==> config.mk <==
export PLATFORM = sky130hd
export DESIGN_NAME = systolic_feed_ctrl
export DESIGN_NICKNAME = d
export VERILOG_FILES = /design/src/rtl/systolic_feed_ctrl_pkg.sv /design/src/rtl/systolic_feed_ctrl_skew_line.sv /design/src/rtl/systolic_feed_ctrl.sv
export SDC_FILE = /design/constraint.sdc
export NUM_CORES = 1
export LEC_CHECK = 0
export ABC_AREA = 1
export CORE_MARGIN = 2
export CORE_UTILIZATION = 23
export CTS_BUF_LIST = sky130_fd_sc_hd__clkbuf_4 sky130_fd_sc_hd__clkbuf_8 sky130_fd_sc_hd__clkbuf_16
export DETAILED_ROUTE_END_ITERATION = 12
export PLACE_DENSITY = 0.39
export SLEW_MARGIN = 30
export SYNTH_ARGS = -nofsm -noshare
export SYNTH_HDL_FRONTEND = slang
export SYNTH_HIERARCHICAL = 1
export SYNTH_SLANG_ARGS = --single-unit
==> constraint.sdc <==
create_clock -name clk -period 3.74 [get_ports clk]
set_input_delay 0.935 -clock clk [delete_from_list [all_inputs] [get_ports clk]]
set_output_delay 0.935 -clock clk [all_outputs]
set_load 0.1 [all_outputs]
==> src/rtl/systolic_feed_ctrl_pkg.sv <==
// Shared types and defaults for the systolic array operand feed controller.
package systolic_feed_ctrl_pkg;

    typedef enum logic [2:0] {
        IDLE,
        CLEAR,
        FEED,
        DRAIN,
        FLUSH,
        DONE
    } feed_state_e;

    localparam int ROWS_DEF  = 4;
    localparam int DW_DEF    = 16;
    localparam int LEN_W_DEF = 8;

endpackage

==> src/rtl/systolic_feed_ctrl_skew_line.sv <==
// Enable-gated delay line of {valid,data}; DEPTH=0 is a combinational pass-through.
module skew_line
    import systolic_feed_ctrl_pkg::*;
#(
    parameter int DEPTH = 1,
    parameter int DW    = DW_DEF
) (
    input  logic          clk,
    input  logic          rst,
    input  logic          en,
    input  logic          in_valid,
    input  logic [DW-1:0] in_data,
    output logic          out_valid,
    output logic [DW-1:0] out_data
);

    if (DEPTH == 0) begin : g_pass
        logic unused_clk_rst;
        assign unused_clk_rst = clk ^ rst ^ en;
        assign out_valid = in_valid;
        assign out_data  = in_data;
    end else begin : g_shift
        logic [DEPTH-1:0]         valid_q;
        logic [DEPTH-1:0][DW-1:0] data_q;

        always_ff @(posedge clk or posedge rst) begin
            if (rst) begin
                valid_q <= '0;
                data_q  <= '0;
            end else if (en) begin
                valid_q[0] <= in_valid;
                data_q[0]  <= in_data;
                for (int unsigned j = 1; j < DEPTH; j++) begin
                    valid_q[j] <= valid_q[j-1];
                    data_q[j]  <= data_q[j-1];
                end
            end
        end

        assign out_valid = valid_q[DEPTH-1];
        assign out_data  = data_q[DEPTH-1];
    end

endmodule

==> src/rtl/systolic_feed_ctrl.sv <==
// Loads one operand tile into the per-row FIFOs with diagonal skew, stalling on any full flag.
module systolic_feed_ctrl
    import systolic_feed_ctrl_pkg::*;
#(
    parameter int ROWS  = ROWS_DEF,
    parameter int DW    = DW_DEF,
    parameter int LEN_W = LEN_W_DEF
) (
    input  logic                 clk,
    input  logic                 rst,
    input  logic                 start,
    input  logic [LEN_W-1:0]     len,
    input  logic                 src_valid,
    input  logic [ROWS*DW-1:0]   src_data,
    output logic                 src_ready,
    input  logic [ROWS-1:0]      fifo_ff,
    output logic                 fifo_start,
    output logic [ROWS-1:0]      fifo_we,
    output logic [ROWS*DW-1:0]   fifo_din,
    output logic                 busy,
    output logic                 done
);

    localparam int CW = (ROWS > 1) ? $clog2(ROWS) : 1;
    localparam logic [CW-1:0] DRAIN_LAST = CW'((ROWS > 1) ? ROWS - 2 : 0);

    feed_state_e state, state_nx;

    logic [LEN_W-1:0] len_q;
    logic [LEN_W-1:0] beat_cnt;
    logic [CW-1:0]    drain_cnt;
    logic             adv;
    logic             accept;

    logic [ROWS-1:0]         stage_valid;
    logic [ROWS-1:0][DW-1:0] stage_data;

    assign adv    = ~|fifo_ff;
    assign accept = src_valid & src_ready;
    assign busy   = (state != IDLE);

    always_comb begin
        state_nx   = state;
        src_ready  = 1'b0;
        fifo_start = 1'b0;
        done       = 1'b0;
        case (state)
            IDLE: begin
                if (start) state_nx = CLEAR;
            end
            CLEAR: begin
                fifo_start = 1'b1;
                state_nx   = (len_q == '0) ? DONE : FEED;
            end
            FEED: begin
                // The count is checked registered, so FEED lasts one cycle past the last beat.
                if (beat_cnt == len_q) begin
                    state_nx = (ROWS == 1) ? FLUSH : DRAIN;
                end else begin
                    src_ready = adv;
                end
            end
            DRAIN: begin
                if (adv && drain_cnt == DRAIN_LAST) state_nx = FLUSH;
            end
            FLUSH: begin
                state_nx = DONE;
            end
            DONE: begin
                done     = 1'b1;
                state_nx = IDLE;
            end
            default: state_nx = IDLE;
        endcase
    end

    always_ff @(posedge clk or posedge rst) begin
        if (rst) begin
            state     <= IDLE;
            len_q     <= '0;
            beat_cnt  <= '0;
            drain_cnt <= '0;
        end else begin
            state <= state_nx;
            if (state == IDLE && start) len_q <= len;
            if (state == CLEAR) begin
                beat_cnt  <= '0;
                drain_cnt <= '0;
            end
            if (accept) beat_cnt <= beat_cnt + LEN_W'(1);
            if (state == DRAIN && adv) drain_cnt <= drain_cnt + CW'(1);
        end
    end

    for (genvar i = 0; i < ROWS; i++) begin : g_row
        skew_line #(
            .DEPTH (i),
            .DW    (DW)
        ) u_skew (
            .clk       (clk),
            .rst       (rst),
            .en        (adv),
            .in_valid  (accept),
            .in_data   (src_data[i*DW +: DW]),
            .out_valid (stage_valid[i]),
            .out_data  (stage_data[i])
        );
    end

    always_ff @(posedge clk or posedge rst) begin
        if (rst) begin
            fifo_we  <= '0;
            fifo_din <= '0;
        end else begin
            for (int unsigned i = 0; i < ROWS; i++) begin
                fifo_we[i] <= adv & stage_valid[i];
                if (adv && stage_valid[i]) fifo_din[i*DW +: DW] <= stage_data[i];
            end
        end
    end

endmodule

======== Word level (Yosys, flattened, before mapping) ========
Index checks and enable logic that the tools add are counted.
cells by class
  add/subtract/negate cells ............... 2
  eq/ne operators ......................... 10
  mux-type cells .......................... 13
  bitwise operators ....................... 5
  reduce and logical (&&, ||, !) cells .... 15
operators by type and width
  kind                                           number
  two-way mux 8 bit                              2
  case mux 3 bit (5 select lines)                1
  two-way mux 3 bit                              4
  adder 8 x 1 -> 8 bit, second input constant    1
  == test 8 bit                                  1
  zero test 8 bit                                1
  logical AND 1 bit                              7
  == test 3 x 2 -> 1 bit, second input constant  2
  == test 3 bit, second input constant           2
  inequality test 2 bit, second input constant   3
  AND 1 bit                                      5
  two-way mux 1 bit                              4
  two-way mux 2 bit                              2
  nonzero test 2 bit                             2
  OR reduction 4 bit                             1
  == test 3 x 1 -> 1 bit, second input constant  1
  zero test 3 bit                                1
  AND reduction 3 bit                            1
  nonzero test 3 bit                             1
  adder 2 x 1 -> 2 bit, second input constant    1
  == test 2 bit, second input constant           1
  zero test 1 bit                                1
word-level totals
  bits in registers ....................... 191
  logic and storage cells ................. 63

======== Logic depth before layout (Yosys ltp) ========
  word-level depth ........................ 6
  gate-level depth with buffers ........... 14
  mapped depth without buffers ............ 12

======== Hierarchy ========
Netlist, hierarchy kept.
modules (own cells, without submodules)
  module                       instances  cells each  area each (um^2)  seq. area each (um^2)
  systolic_feed_ctrl           1          444         3816.2            2227.1
  skew_line (g_row[3].u_skew)  1          233         2158.3            1276.2
  skew_line (g_row[2].u_skew)  1          161         1465.2            850.8
  skew_line (g_row[1].u_skew)  1          73          684.4             425.4
  skew_line (g_row[0].u_skew)  1          17          127.6             0.0

======== Least setup slack after synthesis ========
OpenSTA, ideal clock, no wires.
  path type ............................... register -> output
  start point ............................. reg state[2]
  end point ............................... out done
  data arrival time ....................... 2.636 ns
  required time ........................... 2.805 ns
  setup slack ............................. 0.169 ns
  stages on the path, launching flop included .. 3
  path buffers ............................ 0
  cells stage by stage .................... dfrtp_1 > inv_1 > nor3_1
between the ends
  cells in the longest elaborated chain, start to end .. 2
RTL lines
  item                      RTL line                  source
  start: declaration        systolic_feed_ctrl.sv:27  feed_state_e state, state_nx;
  start signal: assignment  systolic_feed_ctrl.sv:84  state <= state_nx;
  == test 3 bit             systolic_feed_ctrl.sv:47  case (state)
  two-way mux 1 bit         systolic_feed_ctrl.sv:47
  end: declaration          systolic_feed_ctrl.sv:21  output logic done
No other way between the ends.

======== Final worst setup path ========
  start point ............................. in fifo_ff[3]
  end point ............................... out src_ready
between the ends
  cells in the longest elaborated chain, start to end .. 4
RTL lines
  item                RTL line                  source
  start: declaration  systolic_feed_ctrl.sv:16  input logic [ROWS-1:0] fifo_ff,
  OR reduction 4 bit  systolic_feed_ctrl.sv:38  assign adv = ~|fifo_ff;
  zero test 1 bit     systolic_feed_ctrl.sv:38
  two-way mux 1 bit   systolic_feed_ctrl.sv:57  if (beat_cnt == len_q) begin
  two-way mux 1 bit   systolic_feed_ctrl.sv:47
  end: declaration    systolic_feed_ctrl.sv:15  output logic src_ready,
No other way between the ends.

==> run summary <==
The capturing element type of the critical path is an output pin. Of the total power, registers draw 0.494. The number of levels the H-tree was split into is 4.

The post-CTS setup repair buffer count came out at 0. The share of total power dissipated in the clock network is 0.382. The count of pins on the block boundary is 152. The flow ran to the end, and the final reports show no timing, DRC or antenna violations. Clock tree synthesis found a total of 191 sinks. The static leakage came out at around 5.3 nW. The die outline height is 193 µm. The final net count came out at 1,108.

The combinational share of power is 0.124. Setup repair after global routing left no endpoint under its margin. The critical path required time is 2800 ps. The routed length per instance came out at approximately 14 µm. The placed instances occupy a cell area of 9710 µm². In this run the standard cell core region covers 35,500 µm². The slew at the pin closest to its max-slew limit is ~1000 ps. For the worst-skew pair, the clock arrives at the later sink with an insertion delay of 440 ps. The clock passes through at most 2 buffers. The post-synthesis cell count is 928. The worst voltage drop across the vdd grid came out at between 0.0002 and 0.0003 V. The power density normalized to cell area is 485 nW/µm². On the final layout, the worst clock skew is about 9.5 ps.

The area of the mapped netlist came out at 8250 µm². After the first detailed-routing iteration, the DRC count stood at 320. Entering global routing, the biggest net connects about 110 pins. The HPWL after detailed placement is between 10 and 15 mm. TritonCTS built the clock tree. The worst hold path belongs to the class reg2reg.

Adding up every negative setup slack in the final design gives 0 ps. The number of remaining DRC errors is 0. The synthesized netlist contains 32 unique library cells. The number of buffers created by CTS came out at 17. The wire length of the first global-routing pass came out at roughly 33 mm.

The clock transition at the register clock pins on the worst setup and hold paths after CTS is 80 ps. The die area is 37,400 µm². The number of global-route vias before repair came out at 6,010. The total instance count after detailed placement is 1,468. The total overflow left after global routing is 0.

The final instance area came out at 10,300 µm². The width of the die is 193 µm. The minimum clock period is 2970 ps. For this run, the share of the core covered by cells in the final layout is 0.291. The number of endpoints with negative hold slack in the final report was 0. The number of pins exceeding their max-slew limit in the final report is 0.

The arrival time of data at the critical path endpoint is approximately 2000 ps. Derived from the worst setup path, the maximum achievable clock frequency is ~0.34 GHz. Of the cells placed in the final design, the portion with a size suffix greater than 1 is 0.116. For this configuration, the core starts out at a cell density of 0.233.

The cell at the root of the clock tree is sky130_fd_sc_hd__clkbuf_16. The detailed router placed 5,779 vias in this run. The count of antenna-violating nets left after detailed routing is 0. The count of port buffers added during placement came out at 151. The layout overhead on the synthesized area came out at 25.0%. The global-route total usage across every layer came out at 0.113.

The initial antenna violation count came out at 0. The count of warnings emitted by yosys came out at 6. The analysis attributes to net switching a power of 1.42 mW. Of the total power, the share spent switching nets is 0.284. The mean instance size in the synthesized netlist came out at 8.89 µm².

The post-layout instance count excluding filler cells came out at about 1,500. The total detailed-routing wirelength is 20.3 mm. The internal power component is 3.59 mW. The count of standard-cell rows is 69. The critical path is of the in2out type.

The synthesized net count is a little over 1,000. The number of hold-repair buffers added at the cts stage is 0. The number of antenna diodes in the final layout is 0.

The worst setup path is launched from an input pin. The vias per cell is 3.85. Setup violations remaining at the end of the flow were counted as 0. The sequential element share of the synthesized area came out at 0.579.

The worst max-slew margin expressed relative to the limit is 0.324. The critical-path maximum fanout came out at 9. The congestion estimate from routability-driven global placement came to 0.710. The total of cells resized after clock tree synthesis came out at 0. The number of detailed-routing iterations run before antenna repair came out at 4. The synthesized design contains 191 register bits. Max-cap violations in this run came to 0. The period utilization came out at 0.795.
logic make-up after synthesis:
logic type	share of synthesized area
and+or+nand+nor	0.295
AOI/OAI and AO/OA	0.0103
buffers and inverters	0.103
adders and majority gates	0.00303
xor gates and xnor gates	0.00955
DFF	0.579
flip-flops by register name (all words and copies together), names as in the netlist:
signal	cells
fifo_din	64
g_row.u_skew/out_valid	1
state	3
g_row.u_skew/g_shift.valid_q	5
g_row.u_skew/g_shift.data_q	48
fifo_we	4
beat_cnt	8
g_row.u_skew/out_data	48
len_q	8
drain_cnt	2
cells in the mapped netlist:
library cell / n / area (µm²)
sky130_fd_sc_hd__nand2_1: 499 / 1870
sky130_fd_sc_hd__dfrtp_1: 191 / 4780
sky130_fd_sc_hd__buf_4: 58 / 435
sky130_fd_sc_hd__nand2_2: 40 / 250
sky130_fd_sc_hd__inv_1: 28 / 105
sky130_fd_sc_hd__nand3_1: 19 / 95.1
sky130_fd_sc_hd__nor2_1: 19 / 71.3
sky130_fd_sc_hd__buf_6: 12 / 135
sky130_fd_sc_hd__a21oi_1: 9 / 45.0
sky130_fd_sc_hd__inv_2: 7 / 26.3
sky130_fd_sc_hd__xor2_1: 6 / 52.6
sky130_fd_sc_hd__buf_2: 4 / 20.0
sky130_fd_sc_hd__nor3_1: 4 / 20.0
sky130_fd_sc_hd__o21ai_0: 4 / 20.0
sky130_fd_sc_hd__inv_8: 3 / 33.8
sky130_fd_sc_hd__xnor2_1: 3 / 26.3
sky130_fd_sc_hd__buf_12: 2 / 40.0
sky130_fd_sc_hd__buf_8: 2 / 30.0
sky130_fd_sc_hd__ha_1: 2 / 25.0
sky130_fd_sc_hd__nand2_4: 2 / 22.5
sky130_fd_sc_hd__nand4_1: 2 / 12.5
sky130_fd_sc_hd__nor3_4: 2 / 32.5
sky130_fd_sc_hd__clkbuf_2: 1 / 5.00
sky130_fd_sc_hd__clkbuf_8: 1 / 13.8
sky130_fd_sc_hd__inv_4: 1 / 6.26
sky130_fd_sc_hd__nand3_2: 1 / 10.0
sky130_fd_sc_hd__nand4_2: 1 / 12.5
sky130_fd_sc_hd__nor2_8: 1 / 20.0
sky130_fd_sc_hd__nor3b_2: 1 / 12.5
sky130_fd_sc_hd__o211ai_1: 1 / 7.51
sky130_fd_sc_hd__o21a_1: 1 / 7.51
sky130_fd_sc_hd__o21ai_1: 1 / 5.00
critical path, cell delays in order:
cell                              delay, ps
sky130_fd_sc_hd__clkdlybuf4s50_1        390
sky130_fd_sc_hd__nor2_1                 140
sky130_fd_sc_hd__nand2_2                150
sky130_fd_sc_hd__nor2_8                 220
sky130_fd_sc_hd__buf_12                 200
cell usage in the layout (no fill, tap or decap), drive strengths merged, types with 2 or more instances in the layout:
cell type	n
clkinv	2
buf	28
bufinv	2
xnor2	3
clkbuf	18
a21oi	9
clkdlybuf4s50	131
nor2	20
nand4	3
nor3	6
xor2	6
nand3	20
inv	48
ha	2
dfrtp	191
nand2	541
o21ai	5
worst paths after layout:
check | end | slack (ps) | cells past startpoint | start
max in group asynchronous | fifo_din[27] | 2020 | 3 | rst
min in group asynchronous | g_row[3].u_skew/g_shift.data_q[28] | 940 | 2 | rst
worst min register to register | fifo_din[17] | 470 | 2 | g_row[1].u_skew/out_data[1]
worst max-delay path | src_ready | 770 | 5 | fifo_ff[3]
worst max register to register | fifo_din[3] | 1540 | 8 | state[1]
worst min-delay path | fifo_din[17] | 470 | 2 | g_row[1].u_skew/out_data[1]
power groups by stage:
stage / Sequential [mW] / Combinational [mW] / Clock, mW
after global placement: 2.51 / 0.631 / 0
final: 2.47 / 0.619 / 1.91
after CTS: 2.48 / 0.636 / 2.00
after global routing: 2.51 / 0.702 / 2.09
after floorplan: 2.63 / 0.414 / 0
after detailed placement: 2.52 / 0.634 / 0
routing by layer:
metal  track usage  vias up  share of wire
li1              -     2962              -
met1         0.152     2720           0.49
met2         0.179       89           0.47
met3        0.0274        8          0.034
met4        0.0356        0         0.0098
met5             0        -              0
metrics by stage:
step	hold WS, ps	power (mW)	setup WS, ps
3_3_place_gp	451	3.14	576
6_report	470	5.01	767
5_1_grt	487	5.30	702
3_5_place_dp	457	3.15	538
2_1_floorplan	442	3.05	169
4_1_cts	474	5.12	742
final cells by class:
class / count / area (µm²)
multi-input combinational: 618 / 2620
clock buffer: 18 / 439
tap: 461 / 577
timing repair buffer: 159 / 1560
fill: 3845 / 25200
sequential: 191 / 4780
inverter: 39 / 174
clock inverter: 14 / 168
Note: power is estimated with default switching activity, not from simulation.
